## config.mk

```make
export PLATFORM = sky130hd
export DESIGN_NAME = matmul_feeder
export DESIGN_NICKNAME = d
export VERILOG_FILES = /design/src/rtl/matmul_feeder.sv
export SDC_FILE = /design/constraint.sdc
export NUM_CORES = 2
export LEC_CHECK = 0
export ABC_AREA = 0
export ABC_CLOCK_PERIOD_IN_PS = 6700
export CAP_MARGIN = 25
export CELL_PAD_IN_SITES_DETAIL_PLACEMENT = 1
export CELL_PAD_IN_SITES_GLOBAL_PLACEMENT = 1
export CORE_MARGIN = 2
export CORE_UTILIZATION = 30
export DETAILED_ROUTE_END_ITERATION = 8
export DONT_BUFFER_PORTS = 1
export GPL_TIMING_DRIVEN = 1
export PLACE_DENSITY = 0.52
export REMOVE_ABC_BUFFERS = 1
export SETUP_SLACK_MARGIN = 0.1
export SLEW_MARGIN = 25
export SYNTH_ARGS = -nofsm -noshare
export SYNTH_HDL_FRONTEND = slang
export SYNTH_SLANG_ARGS = --single-unit
```

## constraint.sdc

```tcl
create_clock -name clk_i -period 6.7 [get_ports clk_i]
set_input_delay 0.335 -clock clk_i [delete_from_list [all_inputs] [get_ports clk_i]]
set_output_delay 0.335 -clock clk_i [all_outputs]
set_load 0.01 [all_outputs]
```

## src/rtl/matmul_feeder.sv

```systemverilog
// Column-streaming front end for the 8x8 int8 MAC array: buffers matrix and vector,
// streams N beats, then captures the packed result. Optional WAIT abort: MATMUL_FEEDER_TIMEOUT_EN.
module matmul_feeder #(
  parameter int unsigned N       = 8,
  parameter int unsigned DW      = 8,
  parameter int unsigned ACC_W   = 32,
  parameter int unsigned TIMEOUT = 64,
  localparam int unsigned AW     = $clog2(N)
) (
  input  logic               clk_i,
  input  logic               rst_i,
  input  logic               wr_en_i,
  input  logic               wr_sel_i,
  input  logic [AW-1:0]      wr_addr_i,
  input  logic [N*DW-1:0]    wr_data_i,
  input  logic               start_i,
  output logic               busy_o,
  output logic               done_o,
  output logic               err_o,
  output logic               mm_en_o,
  output logic               mm_valid_o,
  output logic [N*DW-1:0]    mm_col_o,
  output logic [DW-1:0]      mm_elem_o,
  input  logic               mm_valid_i,
  input  logic [N*ACC_W-1:0] mm_result_i,
  output logic               res_valid_o,
  input  logic               res_ready_i,
  output logic [N*ACC_W-1:0] res_data_o
);

  typedef enum logic [1:0] {IDLE, STREAM, WAIT, HOLD} state_t;

  state_t               state_q;
  logic [N*DW-1:0]      col_q [N];
  logic [N*DW-1:0]      col_d [N];
  logic [N*DW-1:0]      vec_q, vec_d;
  logic [AW-1:0]        k_q, beat_idx;
  logic [N*DW-1:0]      beat_col;
  logic [DW-1:0]        beat_elem;
  logic                 busy_q, done_q, mm_en_q, mm_valid_q, res_valid_q;
  logic [N*DW-1:0]      mm_col_q;
  logic [DW-1:0]        mm_elem_q;
  logic [N*ACC_W-1:0]   res_data_q;

`ifdef MATMUL_FEEDER_TIMEOUT_EN
  localparam int unsigned TW = $clog2(TIMEOUT + 1);
  logic [TW-1:0] wait_cnt_q;
  logic          err_q;
  assign err_o = err_q;
`else
  assign err_o = 1'b0;
`endif

  always_comb begin
    col_d = col_q;
    vec_d = vec_q;
    if (state_q == IDLE && wr_en_i) begin
      if (wr_sel_i) vec_d = wr_data_i;
      else          col_d[wr_addr_i] = wr_data_i;
    end
  end

  // Outside IDLE the _d buffers equal the stored ones, so this one mux feeds both the
  // first beat (which must see a same-cycle write) and every following beat.
  always_comb begin
    beat_idx  = (state_q == IDLE) ? '0 : k_q + 1'b1;
    beat_col  = col_d[beat_idx];
    beat_elem = '0;
    for (int unsigned i = 0; i < N; i++) begin
      if (AW'(i) == beat_idx) beat_elem = vec_d[i*DW +: DW];
    end
  end

  always_ff @(posedge clk_i) begin
    if (rst_i) begin
      state_q     <= IDLE;
      col_q       <= '{default: '0};
      vec_q       <= '0;
      k_q         <= '0;
      busy_q      <= 1'b0;
      done_q      <= 1'b0;
      mm_en_q     <= 1'b0;
      mm_valid_q  <= 1'b0;
      mm_col_q    <= '0;
      mm_elem_q   <= '0;
      res_valid_q <= 1'b0;
      res_data_q  <= '0;
`ifdef MATMUL_FEEDER_TIMEOUT_EN
      wait_cnt_q  <= '0;
      err_q       <= 1'b0;
`endif
    end else begin
      col_q  <= col_d;
      vec_q  <= vec_d;
      done_q <= 1'b0;
`ifdef MATMUL_FEEDER_TIMEOUT_EN
      err_q  <= 1'b0;
`endif
      unique case (state_q)
        IDLE: begin
          if (start_i) begin
            state_q    <= STREAM;
            busy_q     <= 1'b1;
            mm_en_q    <= 1'b1;
            mm_valid_q <= 1'b1;
            mm_col_q   <= beat_col;
            mm_elem_q  <= beat_elem;
            k_q        <= '0;
          end
        end
        STREAM: begin
          if (k_q == AW'(N - 1)) begin
            state_q    <= WAIT;
            mm_valid_q <= 1'b0;
            k_q        <= '0;
`ifdef MATMUL_FEEDER_TIMEOUT_EN
            wait_cnt_q <= '0;
`endif
          end else begin
            k_q       <= beat_idx;
            mm_col_q  <= beat_col;
            mm_elem_q <= beat_elem;
          end
        end
        WAIT: begin
          if (mm_valid_i) begin
            res_data_q  <= mm_result_i;
            res_valid_q <= 1'b1;
            mm_en_q     <= 1'b0;
            state_q     <= HOLD;
          end
`ifdef MATMUL_FEEDER_TIMEOUT_EN
          else if (wait_cnt_q == TW'(TIMEOUT - 1)) begin
            err_q   <= 1'b1;
            mm_en_q <= 1'b0;
            busy_q  <= 1'b0;
            state_q <= IDLE;
          end else begin
            wait_cnt_q <= wait_cnt_q + 1'b1;
          end
`endif
        end
        HOLD: begin
          if (res_ready_i) begin
            res_valid_q <= 1'b0;
            done_q      <= 1'b1;
            busy_q      <= 1'b0;
            state_q     <= IDLE;
          end
        end
        default: state_q <= IDLE;
      endcase
    end
  end

  assign busy_o      = busy_q;
  assign done_o      = done_q;
  assign mm_en_o     = mm_en_q;
  assign mm_valid_o  = mm_valid_q;
  assign mm_col_o    = mm_col_q;
  assign mm_elem_o   = mm_elem_q;
  assign res_valid_o = res_valid_q;
  assign res_data_o  = res_data_q;

endmodule

```

After elaboration in Yosys (flattened, before gate mapping)
Cells that the tools add are included.
Cells by class
  add/subtract/negate cells: 1
  order comparisons: 3
  equal/unequal tests: 16
  multiplexer cells: 43
  bitwise gates (word level): 3
  reductions and logical operators: 17
Operators by type and width (number)
  $mux 512: 2
  $bwmux 512: 1
  $mux 64: 7
  $bmux 64 s3: 1
  $demux 64 s3: 1
  $pmux 64 s2: 1
  $mux 8: 10
  $pmux 8 s2: 1
  $reduce_and 3->1: 5
  $eq 3x3->1 const A: 4
  $ne 2x2->1 const B: 5
  $mux 3: 3
  $ge 4x4->1 const B: 2
  $mux 2: 4
  $not 3->4: 2
  $pmux 1 s2: 4
  $pmux 2 s4: 1
  $reduce_bool 2->1: 4
  $eq 2x3->1 const A: 2
  $mux 1: 6
  $pmux 3 s2: 1
  $eq 2x2->1 const B: 2
  $lt 4x1->1 const B: 1
  $reduce_and 2->1: 2
  10 further kinds: 11
Word-level totals
  register bits after elaboration: 914
  bits of input ports: 330
  word-level logic and storage cells: 102

Longest topological paths before layout
  depth in word-level cells: 13
  depth in mapped cells: 12

Worst setup path before layout
OpenSTA, ideal clock, no wires.
  path kind: register -> register
  from: register state_q[0]
  to: register mm_col_q[3], in the netlist mm_col_o[3]
  setup time: 0.123 ns
  arrival time: 2.206 ns
  slack: 4.371 ns
  stages on the path, launching flop included: 12
  buffers on the path: 3
  period minus slack after synthesis: 2.329 ns
  path through: dfxtp_1 inv_1 ha_1 buf_4 or3b_1 buf_4 nor2_8 buf_2 mux2i_1 o22ai_1 o21ai_0 nand3_1
On the way
  word-level cells in the longest chain between the ends: 8
Ends and longest elaborated chain
  start, declared: line 33  | state_t state_q;
  start signal, assigned: line 76  | state_q <= IDLE;
  start signal, assigned: line 102  | state_q <= STREAM;
  start signal, assigned: line 113  | state_q <= WAIT;
  $logic_not 2->1: line 57, 66, 99
  $logic_and 1x1->1 or $mux 3 (tied branches): line 57, 66
  $mux 512 or $not 3->4 (tied branches): line 57, 67
  $bmux 64 s3: line 67  | beat_col = col_d[beat_idx];
  $mux 64 (not written as such) (2 in series): line 67
  $mux 64, on equally long branches: line 112, 101
  $pmux 64 s2: line 99  | unique case (state_q)
  end signal, assigned: line 106  | mm_col_q <= beat_col;
  end signal, assigned: line 121  | mm_col_q <= beat_col;
  end, declared: line 41  | logic [N*DW-1:0] mm_col_q;
Parallel ways exist; a longest one is shown, timed or not. The select of a mux whose other input is x is not followed.
A chain may end at the register's enable or synchronous reset.

Final worst setup path
  from: register state_q[0]
  to: register col_q[321] (netlist name)
On the way
  word-level cells in the longest chain between the ends: 3
Ends and longest elaborated chain
  $logic_not 2->1: line 57  | if (state_q == IDLE && wr_en_i) begin
  $logic_and 1x1->1: line 57
  $mux 512: line 57
  end signal, assigned: line 93  | col_q <= col_d;
  end, declared: line 34  | logic [N*DW-1:0] col_q [N];
Every way passes these cells.

==> flow_metrics.tcl <==
set metrics [dict create \
    tritoncts "built" \
    clock_skew_ns 0.0408 \
    row_count 125 \
    floorplan.initialDensity_pct 30.2 \
    violated_checks "max-slew violations" \
    timing.final.crit_share_pct 59.4 \
    cp-startpoint "state_q[0]" \
    mappedNetlistArea_mm2 0.0351 \
    holdWs_ns 0.120 \
    termination_of_the_worst_setup_path "col_q[321]" \
    cp_max_fo 35 \
    total_leakage_power_uw 0.0161 \
    timing.critical_path.required_ns 7.27 \
    numClockSinks 914 \
    achievable-frequency_mhz 251 \
    cts_buffers 106 \
    clock-root-buffer "clkbuf_16" \
    rsz0062_at_grt "false" \
    finalNonFillerCells 5801 \
    crit-reg2reg-capture "col_q[321]" \
    globalRouteOverflowTotal 0 \
    final_tns_setup_ns 0 \
    starting_drt_drc_count 1794 \
    placed_cells_incl_taps 5181 \
    slew-limit-headroom_pct -73.8 \
    rrSetupSlack_ns 2.72 \
    worst_setup_path_end_kind "register" \
    clock_pin_slew_reported_for_the_worst_setup_and_hold_paths_after_clock_tree_synthesis_ns 0.06 \
    y_dimension_of_the_die_um 346 \
    final_antenna_net_count 0 \
    io_buffers 0 \
    run_status "finished, violations left" \
    place_congestion 0.791 \
    grt_first_pass_wirelength_um 207000 \
    wirelength_um 140000 \
    grt_antenna_before_repair 32 \
    drt-wirelength-per-cell_um 24.1 \
    timing_max_transition_violations_final 271 \
    transition_time_at_the_pin_with_the_least_slew_margin_ns 2.61 \
    route.vias.total 29546 \
    areaGrowthSynthToFinish_pct 24.7 \
    clock_tree.buffer_depth 3 \
    number_of_global_route_vias_before_repair 30035 \
    clock_insertion_delay_worst_skew_ns 0.70 \
    power-per-cell-area_mw_per_mm2 335 \
    layout_commonest_cell "dfxtp_1" \
    path_class "reg -> reg" \
    fillerInstances 13212 \
    post-layout-total-power_uw 14600 \
    worstHoldPathType "in -> reg" \
    timing.hold.worst_path_depth 4 \
    drc_errors 0 \
    synthesis.instances 3999 \
    synth_warnings 0 \
    crit_arrival_ns 4.54 \
    grt_start_max_net_pins 386 \
    setup_violations 0 \
    grt.total_usage_pct 22.6 \
    routed_via_density 5.09 \
    fin_nets 4525 \
    synth.ff_latch_count 914 \
    die-width_um 346 \
    avg_inst_size_synth_um2 8.77 \
    finalHoldViolCount 0 \
    worstRegToRegCells 9 \
    synth.distinct_cells 44 \
    detailed_place_hpwl_um 84000 \
    io_pins 664 \
    startpoint_types "register" \
    most-common-layout-cells "dfxtp_1 (914), nand2_1 (692), nor2_1 (577)" \
    synth_sequential_area_ratio_pct 52.2 \
    layout_min_cycle_time_ns 3.98 \
    worst_r2r_startpoint "state_q[0]" \
    maxCapViolCount 0 \
    design.core.area_mm2 0.116 \
    dr.pass1.iters 5 \
    irDropWorstVdd_v 0.000632 \
    final_layout_size_suffix_gt1_share_pct 5.06 \
    cts_htree_levels 3 \
    dieArea_mm2 0.120 \
]
==> per-stage QoR <==
stage | instance area (µm²) | util (%) | setup slack, ns
2_1_floorplan | 33500 | - | 0.485
3_3_place_gp | 35800 | 30.9 | 2.99
3_5_place_dp | 35900 | 30.9 | 2.94
4_1_cts | 43600 | 37.6 | 2.76
5_1_grt | 43700 | 37.7 | 2.54
6_report | 43700 | 37.7 | 2.72
==> critical path, stage by stage (launching register included) <==
cell and delay [ns]:
dfxtp_1 0.39, inv_1 0.10, ha_1 0.21, buf_4 0.26, nand3b_1 0.37, nand2b_4 0.68
buf_4 0.69, mux2i_1 0.31, nor2_1 0.05, dlygate4sd3_1 0.58
==> power breakdown <==
group | leakage (µW) | internal (µW) | switching (µW) | total, µW
Sequential | 0.00738 | 5760 | 394 | 6160
Clock | 0.00173 | 3500 | 2370 | 5870
Combinational | 0.00701 | 754 | 1850 | 2600
==> cell families (layout without fill, tap and decap cells) <==
| kind of cell | count (synthesis) | in the layout | share of synthesized area [%] |
|---|---|---|---|
| other | 1 | 11 | 0.0107 |
| and+or+nand+nor | 1403 | 1403 | 15.8 |
| adders and majority gates | 7 | 7 | 0.250 |
| DFF | 914 | 914 | 52.2 |
| AOI/OAI and AO/OA | 769 | 769 | 12.2 |
| muxes | 530 | 530 | 15.1 |
| buffers and inverters | 375 | 643 | 4.37 |
==> final cells by class <==
type / count / area [µm²] / area share (%)
repair buffers: 450 / 4600 / 10.5
clock buffers: 165 / 3260 / 7.45
well taps: 1524 / 1910 / 4.36
clock inverters: 22 / 254 / 0.581
multi-input cells: 2710 / 15400 / 35.1
inverters: 6 / 22.5 / 0.0515
flip-flops and latches: 914 / 18300 / 41.8
diodes: 10 / 25.0 / 0.0572
==> per-layer routing <==
| metal | up-vias | share of wire [%] | global-route usage [%] | wire, µm |
|---|---|---|---|---|
| met2 | 649 | 45 | 35.5 | 63300 |
| met3 | 191 | 6.2 | 5.76 | 8660 |
| met5 | - | 0.085 | 0 | 119 |
| li1 | 13953 | - | - | - |
| met4 | 18 | 2.3 | 6.41 | 3200 |
| met1 | 14735 | 46 | 30.5 | 64300 |
==> sequential cells by signal (all words and copies together) (netlist names) <==
name / count
vec_q: 64
col_q: 512
mm_elem_o: 8
res_data_o: 256
mm_valid_o: 1
mm_en_o: 1
res_valid_o: 1
done_o: 1
state_q: 2
busy_o: 1
k_q: 3
mm_col_o: 64
==> repair_timing <==
item | in CTS | in global routing
resized for setup | 0 | 0
endpoints found under the setup margin | 0 | 0
hold buffers | 421 | 0
buffers inserted | 0 | 0
endpoints found under the hold margin | 901 | 0
==> synthesized netlist by cell type (all sizes together) <==
cell type  instances  area [µm²]
a211o              1        8.76
mux2i            530        5310
and3               2        12.5
and2               5        31.3
or3b               1        8.76
buf               70         387
nor2b              5        31.3
o211ai             6        45.0
a21oi            337        1690
conb               1        3.75
a21o               1        7.51
a31oi              2        12.5
nor3b              2        15.0
ha                 7        87.6
o311ai             2        17.5
o22ai            241        1510
a211oi            12        90.1
nand2            694        2610
nand2b            15        93.8
o31ai              6        45.0
a22oi              3        22.5
o21bai             1        7.51
nand3b             3        22.5
a221oi             7        61.3
o2bb2ai            2        17.5
nor2             587        2250
dfxtp            914       18300
nor3              18        90.1
clkbuf           299        1120
nand3             56         280
a32oi              1        8.76
inv                6        22.5
nor4               8        50.1
o21ai            142         711
o32ai              4        35.0
o21a               1        7.51
or3                7        43.8
==> how the worst min path moves through the flow <==
stage / from / end / slack (ns)
2_1_floorplan: rst_i / k_q[2] / 0.40
6_report: wr_data_i[6] / mm_elem_o[6] / 0.12
4_1_cts: rst_i / vec_q[7] / 0.002
5_1_grt: rst_i / vec_q[60] / 0.07
3_3_place_gp: vec_q[51] / vec_q[51] / 0.45
3_5_place_dp: vec_q[51] / vec_q[51] / 0.45
No activity file was read; power rests on OpenSTA's default activity.
